**config.mk**
```make
export PLATFORM = sky130hd
export DESIGN_NAME = spr_fifo_ctrl
export DESIGN_NICKNAME = d
export VERILOG_FILES = /design/src/rtl/spr_fifo_ctrl_pkg.sv /design/src/rtl/spr_fifo_ctrl.sv
export SDC_FILE = /design/constraint.sdc
export NUM_CORES = 1
export LEC_CHECK = 0
export BUFFER_PORTS_ARGS = -buffer_cell sky130_fd_sc_hd__buf_2
export CAP_MARGIN = 30
export CORE_MARGIN = 2
export CORE_UTILIZATION = 28
export CTS_CLUSTER_DIAMETER = 150
export DETAILED_ROUTE_END_ITERATION = 10
export GPL_ROUTABILITY_DRIVEN = 0
export PLACE_DENSITY_LB_ADDON = 0.1
export SYNTH_ARGS = -nofsm -noshare
export SYNTH_HDL_FRONTEND = slang
export SYNTH_SLANG_ARGS = --single-unit
```
**constraint.sdc**
```tcl
create_clock -name clk -period 3.5 [get_ports clk]
set_input_delay 0.35 -clock clk [delete_from_list [all_inputs] [get_ports clk]]
set_output_delay 0.35 -clock clk [all_outputs]
set_load 0.005 [all_outputs]
```
**src/rtl/spr_fifo_ctrl_pkg.sv**
```systemverilog
`default_nettype none
// ============================================================================
// Module : spr_fifo_ctrl_pkg
// Brief  : Shared output-FSM state codes for the single-port-RAM FIFO.
// Rev    : 1.0 - initial release
// ============================================================================
package spr_fifo_ctrl_pkg;

    typedef enum logic [1:0] {
        ST_EMPTY = 2'd0,
        ST_PEND  = 2'd1,
        ST_HOLD  = 2'd2
    } fifo_state_e;

endpackage : spr_fifo_ctrl_pkg
`default_nettype wire

```
**src/rtl/spr_fifo_ctrl.sv**
```systemverilog
`default_nettype none
// ============================================================================
// Module : spr_fifo_ctrl
// Brief  : FIFO controller over a single-port synchronous-read RAM; reads win
//          arbitration, output is a registered valid/ready stage.
// Rev    : 1.0 - initial release
// ============================================================================
module spr_fifo_ctrl
    import spr_fifo_ctrl_pkg::*;
#(
    parameter int DATA_W = 8,
    parameter int ADD_W  = 4
) (
    input  logic              clk,
    input  logic              rst,
    input  logic [DATA_W-1:0] in_data,
    input  logic              in_valid,
    output logic              in_ready,
    output logic [DATA_W-1:0] out_data,
    output logic              out_valid,
    input  logic              out_ready,
    output logic [ADD_W:0]    count,
    output logic              full,
    output logic              empty,
    output logic              ram_we,
    output logic [ADD_W-1:0]  ram_add,
    output logic [DATA_W-1:0] ram_din,
    input  logic [DATA_W-1:0] ram_dout
);

    localparam int             DEPTH   = 1 << ADD_W;
    localparam logic [ADD_W:0] C_DEPTH = (ADD_W + 1)'(DEPTH);

    fifo_state_e       state_q,     state_d;
    logic [ADD_W-1:0]  wr_ptr_q,    wr_ptr_d;
    logic [ADD_W-1:0]  rd_ptr_q,    rd_ptr_d;
    logic [ADD_W:0]    count_q,     count_d;
    logic [DATA_W-1:0] out_data_q,  out_data_d;
    logic              out_valid_q, out_valid_d;

    logic w_rd_go;
    logic w_full;
    logic w_wr_en;

    // Read decision depends only on registered state, keeping out_ready off the RAM port.
    assign w_rd_go = (state_q == ST_EMPTY) && (count_q != '0);
    assign w_full  = (count_q == C_DEPTH);
    assign w_wr_en = in_valid && !w_full && !w_rd_go;

    always_comb begin
        state_d     = state_q;
        wr_ptr_d    = wr_ptr_q;
        rd_ptr_d    = rd_ptr_q;
        count_d     = count_q;
        out_data_d  = out_data_q;
        out_valid_d = out_valid_q;

        if (w_wr_en) begin
            wr_ptr_d = wr_ptr_q + ADD_W'(1);
            count_d  = count_q + (ADD_W + 1)'(1);
        end else if (w_rd_go) begin
            rd_ptr_d = rd_ptr_q + ADD_W'(1);
            count_d  = count_q - (ADD_W + 1)'(1);
        end

        case (state_q)
            ST_EMPTY: begin
                if (w_rd_go) begin
                    state_d = ST_PEND;
                end
            end
            ST_PEND: begin
                out_data_d  = ram_dout;
                out_valid_d = 1'b1;
                state_d     = ST_HOLD;
            end
            ST_HOLD: begin
                if (out_valid_q && out_ready) begin
                    out_valid_d = 1'b0;
                    state_d     = ST_EMPTY;
                end
            end
            default: begin
                out_valid_d = 1'b0;
                state_d     = ST_EMPTY;
            end
        endcase
    end

    always_ff @(posedge clk or posedge rst) begin
        if (rst) begin
            state_q     <= ST_EMPTY;
            wr_ptr_q    <= '0;
            rd_ptr_q    <= '0;
            count_q     <= '0;
            out_data_q  <= '0;
            out_valid_q <= 1'b0;
        end else begin
            state_q     <= state_d;
            wr_ptr_q    <= wr_ptr_d;
            rd_ptr_q    <= rd_ptr_d;
            count_q     <= count_d;
            out_data_q  <= out_data_d;
            out_valid_q <= out_valid_d;
        end
    end

    assign in_ready  = !w_full && !w_rd_go;
    assign out_data  = out_data_q;
    assign out_valid = out_valid_q;
    assign count     = count_q;
    assign full      = w_full;
    assign empty     = (count_q == '0);
    assign ram_we    = w_wr_en;
    assign ram_add   = w_wr_en ? wr_ptr_q : rd_ptr_q;
    assign ram_din   = in_data;

endmodule : spr_fifo_ctrl
`default_nettype wire

```
==> out/results.txt <==
Adder-cell area share of the yosys netlist - 7.49%
Worst Skew - 0.00506 ns
Die extent in x - 71.3 um
Outcome - completed
Fin Setup TNS - 0 ns
Vias in the first global route - 862
WP data required - 3.69 ns
Leak Pwr - 0.000728 uW
GRT overflow - 0
Total CTS buffers - 3
Synth unique cells - 28
Antenna-violating nets left - 0
Net count, final - 163
Final cycle utilization of the critical path - 82.9%
Least-Margin Pin Slew - 0.728 ns
Yosys reg bits - 24
Fin crit period - 2.90 ns
Synth Net Count - 132
DR vias/cell - 4.59
Worst setup margin - 0.597 ns
First-pass GRT wire length - 4230 um
Layout cells sized above 1 - 45.2%
Multiplexer share of the synthesized area - 17.7%
N_diodes - 0
Die Span Y - 71.3 um
Post-Syn Area - 1270 um2
H-Tree Depth - 1
Arrival time worst endpoint - 3.09 ns
Crit path max fanout - 7
Detailed-route via count - 859
Max Slew Vio Count - 0
Final non-filler cell area - 1530 um2
Reg2reg setup slack - 0.60 ns
Worst skew pair latency - 0.27 ns
Simple-Gate Fraction of Synth Area - 7.88%
Fill cells - 429
Final WL - 2540 um
VDD IR max - 292 uV
CP endpoint kind - register
CP startpoint kind - register
Ports - 50
Post-CTS Setup Inserts - 0
DRT iter0 DRCs - 21
Synth Area in Compound Gates - 6.31%
Largest net degree at the start of global routing - 18
M3 GR Usage - 2.81%
Starting density of the core - 29.2%
Drt pass-1 iters - 4
P&R area growth vs syn - 20.2%
Largest family of logic cells by synthesized area - multiplexers
Initial antenna violation count - 0
XOR/XNOR Fraction of Synth Area - 6.21%
Wirelength per Cell - 13.6 um
Drc violations - 0
Post-CTS sizing - 0
Yosys Warn Count - 0
Max Clk Rate - 344 MHz
Cell Pwr Density - 1020 nW/um2
Max-Cap Viols - 0
GR peak layer - met2
Avg Cell Area, Syn - 12.1 um2
# hold bufs at CTS - 0
Post-Synthesis Cells - 105
Reg2Reg Capture Point - count[4]
Worst slew margin - 51.4%
Routing usage on met2 - 17.1%
Post-synthesis sequential area ratio - 47.3%
Clock Path Buffers - 2
CTS tree - built
Final hold vios - 0
DP Worst Slack - 0.630 ns
Core ar. - 4350 um2
Overall routing resource usage - 10.5%
Clock Pin Slew Worst Setup and Hold Paths - 0.09 ns
Min-Delay Path Class - in -> async
DP Wirelength - 2010 um
CP startpoint - count[0]
Worst r2r path cells - 8
Reg2reg start - count[0]
Cell accounting for the most synthesized area - dfrtp_1
GRT met1 Usage - 13.3%
Placement Rows - 24
Die area - 5090 um2
Synth top area cells - dfrtp_1 (47%), mux2_2 (15%), ha_1 (5.9%), buf_4 (4.7%), xnor2_1 (4.1%)
Post-synth top area share - 47.3%
I/O Buffers - 33
Crit Path Category - reg -> reg
Root Driver - clkbuf_8
Clock Sinks - 24
Layout Utilization - 35.1%
RSZ-0062 raised after global routing - no
Post-place instance area - 1470 um2
Final setup violation count - 0
==> metrics by stage <==
stage	total power, uW	hold slack (ns)	cells
floorplan	1120	0.365	105
CTS	1580	0.0506	187
global route	1710	0.0543	187
global placement	1360	0.463	182
finish	1560	0.0417	187
detailed placement	1380	0.351	183
==> Yosys cell counts (all sizes together) <==
| library cell | n |
|---|---|
| a21boi | 1 |
| nor2 | 2 |
| fa | 1 |
| clkbuf | 1 |
| o21ai | 3 |
| a21oi | 2 |
| nor3 | 1 |
| nand2 | 6 |
| a31oi | 2 |
| nor4 | 1 |
| xor2 | 3 |
| ha | 6 |
| a22oi | 1 |
| nand4 | 2 |
| o21a | 1 |
| inv | 7 |
| mux2i | 3 |
| a21o | 2 |
| nand3 | 1 |
| dfrtp | 24 |
| and2 | 1 |
| mux2 | 17 |
| buf | 8 |
| nand2b | 1 |
| xnor2 | 6 |
| nor2b | 2 |
==> worst max-delay path by stage <==
stage                to  slack, ns
3_3_place_gp   count[4]       0.74
5_1_grt        count[4]       0.46
4_1_cts        count[4]       0.63
3_5_place_dp   count[4]       0.63
2_1_floorplan  count[4]       0.53
6_report       count[4]       0.60
==> power by group <==
| group | total, uW | leakage (uW) | switching, uW | internal (uW) |
|---|---|---|---|---|
| clock network | 193 | 0.0000288 | 92.5 | 101 |
| registers | 572 | 0.000281 | 142 | 430 |
| logic | 791 | 0.000418 | 350 | 441 |
| total | 1560 | 0.000728 | 584 | 971 |
==> routing by layer <==
layer	share of wire [%]	routed length (um)	vias up
met5	0	0	-
met4	0.55	14	0
met3	6.7	170	2
met2	49	1240	23
met1	44	1110	420
li1	-	-	414
==> critical path: stages (launching register included) <==
cell and delay (ns):
dfrtp_1 0.45, nor4_4 0.53, mux2i_2 0.29, inv_1 0.12, ha_1 0.34, nand2_1 0.06
o21ai_0 0.48, mux2_2 0.40, a22oi_1 0.16
==> state kept, by name (all words and copies together) (netlist names) <==
signal     flops
out_data       8
wr_ptr_q       4
state_q        2
count          5
out_valid      1
rd_ptr_q       4
==> final cells by class <==
type | count | area (um2) | area share (%)
multi-input cells | 65 | 579 | 38.0
inverters | 7 | 26.3 | 1.72
flip-flops and latches | 24 | 601 | 39.3
repair buffers | 35 | 200 | 13.1
well taps | 52 | 65.1 | 4.26
clock buffers | 4 | 55.1 | 3.61
==> logic make-up (layout without fill, tap and decap cells) <==
group	Yosys count	in the layout
DFF	24	24
muxes	20	20
and+or+nand+nor	17	17
buffers and inverters	16	46
AOI/OAI and AO/OA	12	12
xor gates and xnor gates	9	9
adders and majority gates	7	7
==> layout by cell type (no fill, tap or decap) <==
cell	Yosys	final
nor2b_1	2	2
fa_1	1	1
a31oi_1	2	2
o21a_1	1	1
buf_2	0	33
a22oi_1	1	1
nand4_1	2	2
buf_4	8	1
and2_2	1	1
xnor2_1	6	6
nand2_1	6	6
nand2b_1	1	1
nor4_4	1	1
xor2_1	3	3
nand3_1	1	1
a21o_2	1	1
mux2_2	17	17
nor3_1	1	1
a21boi_2	1	1
nor2_1	2	2
mux2i_1	2	2
dfrtp_1	24	24
clkbuf_8	0	4
a21oi_1	2	2
buf_16	0	1
a21o_1	1	1
ha_1	6	6
mux2i_2	1	1
o21ai_0	3	3
inv_1	7	7
Note: power is estimated with default switching activity, not from simulation.
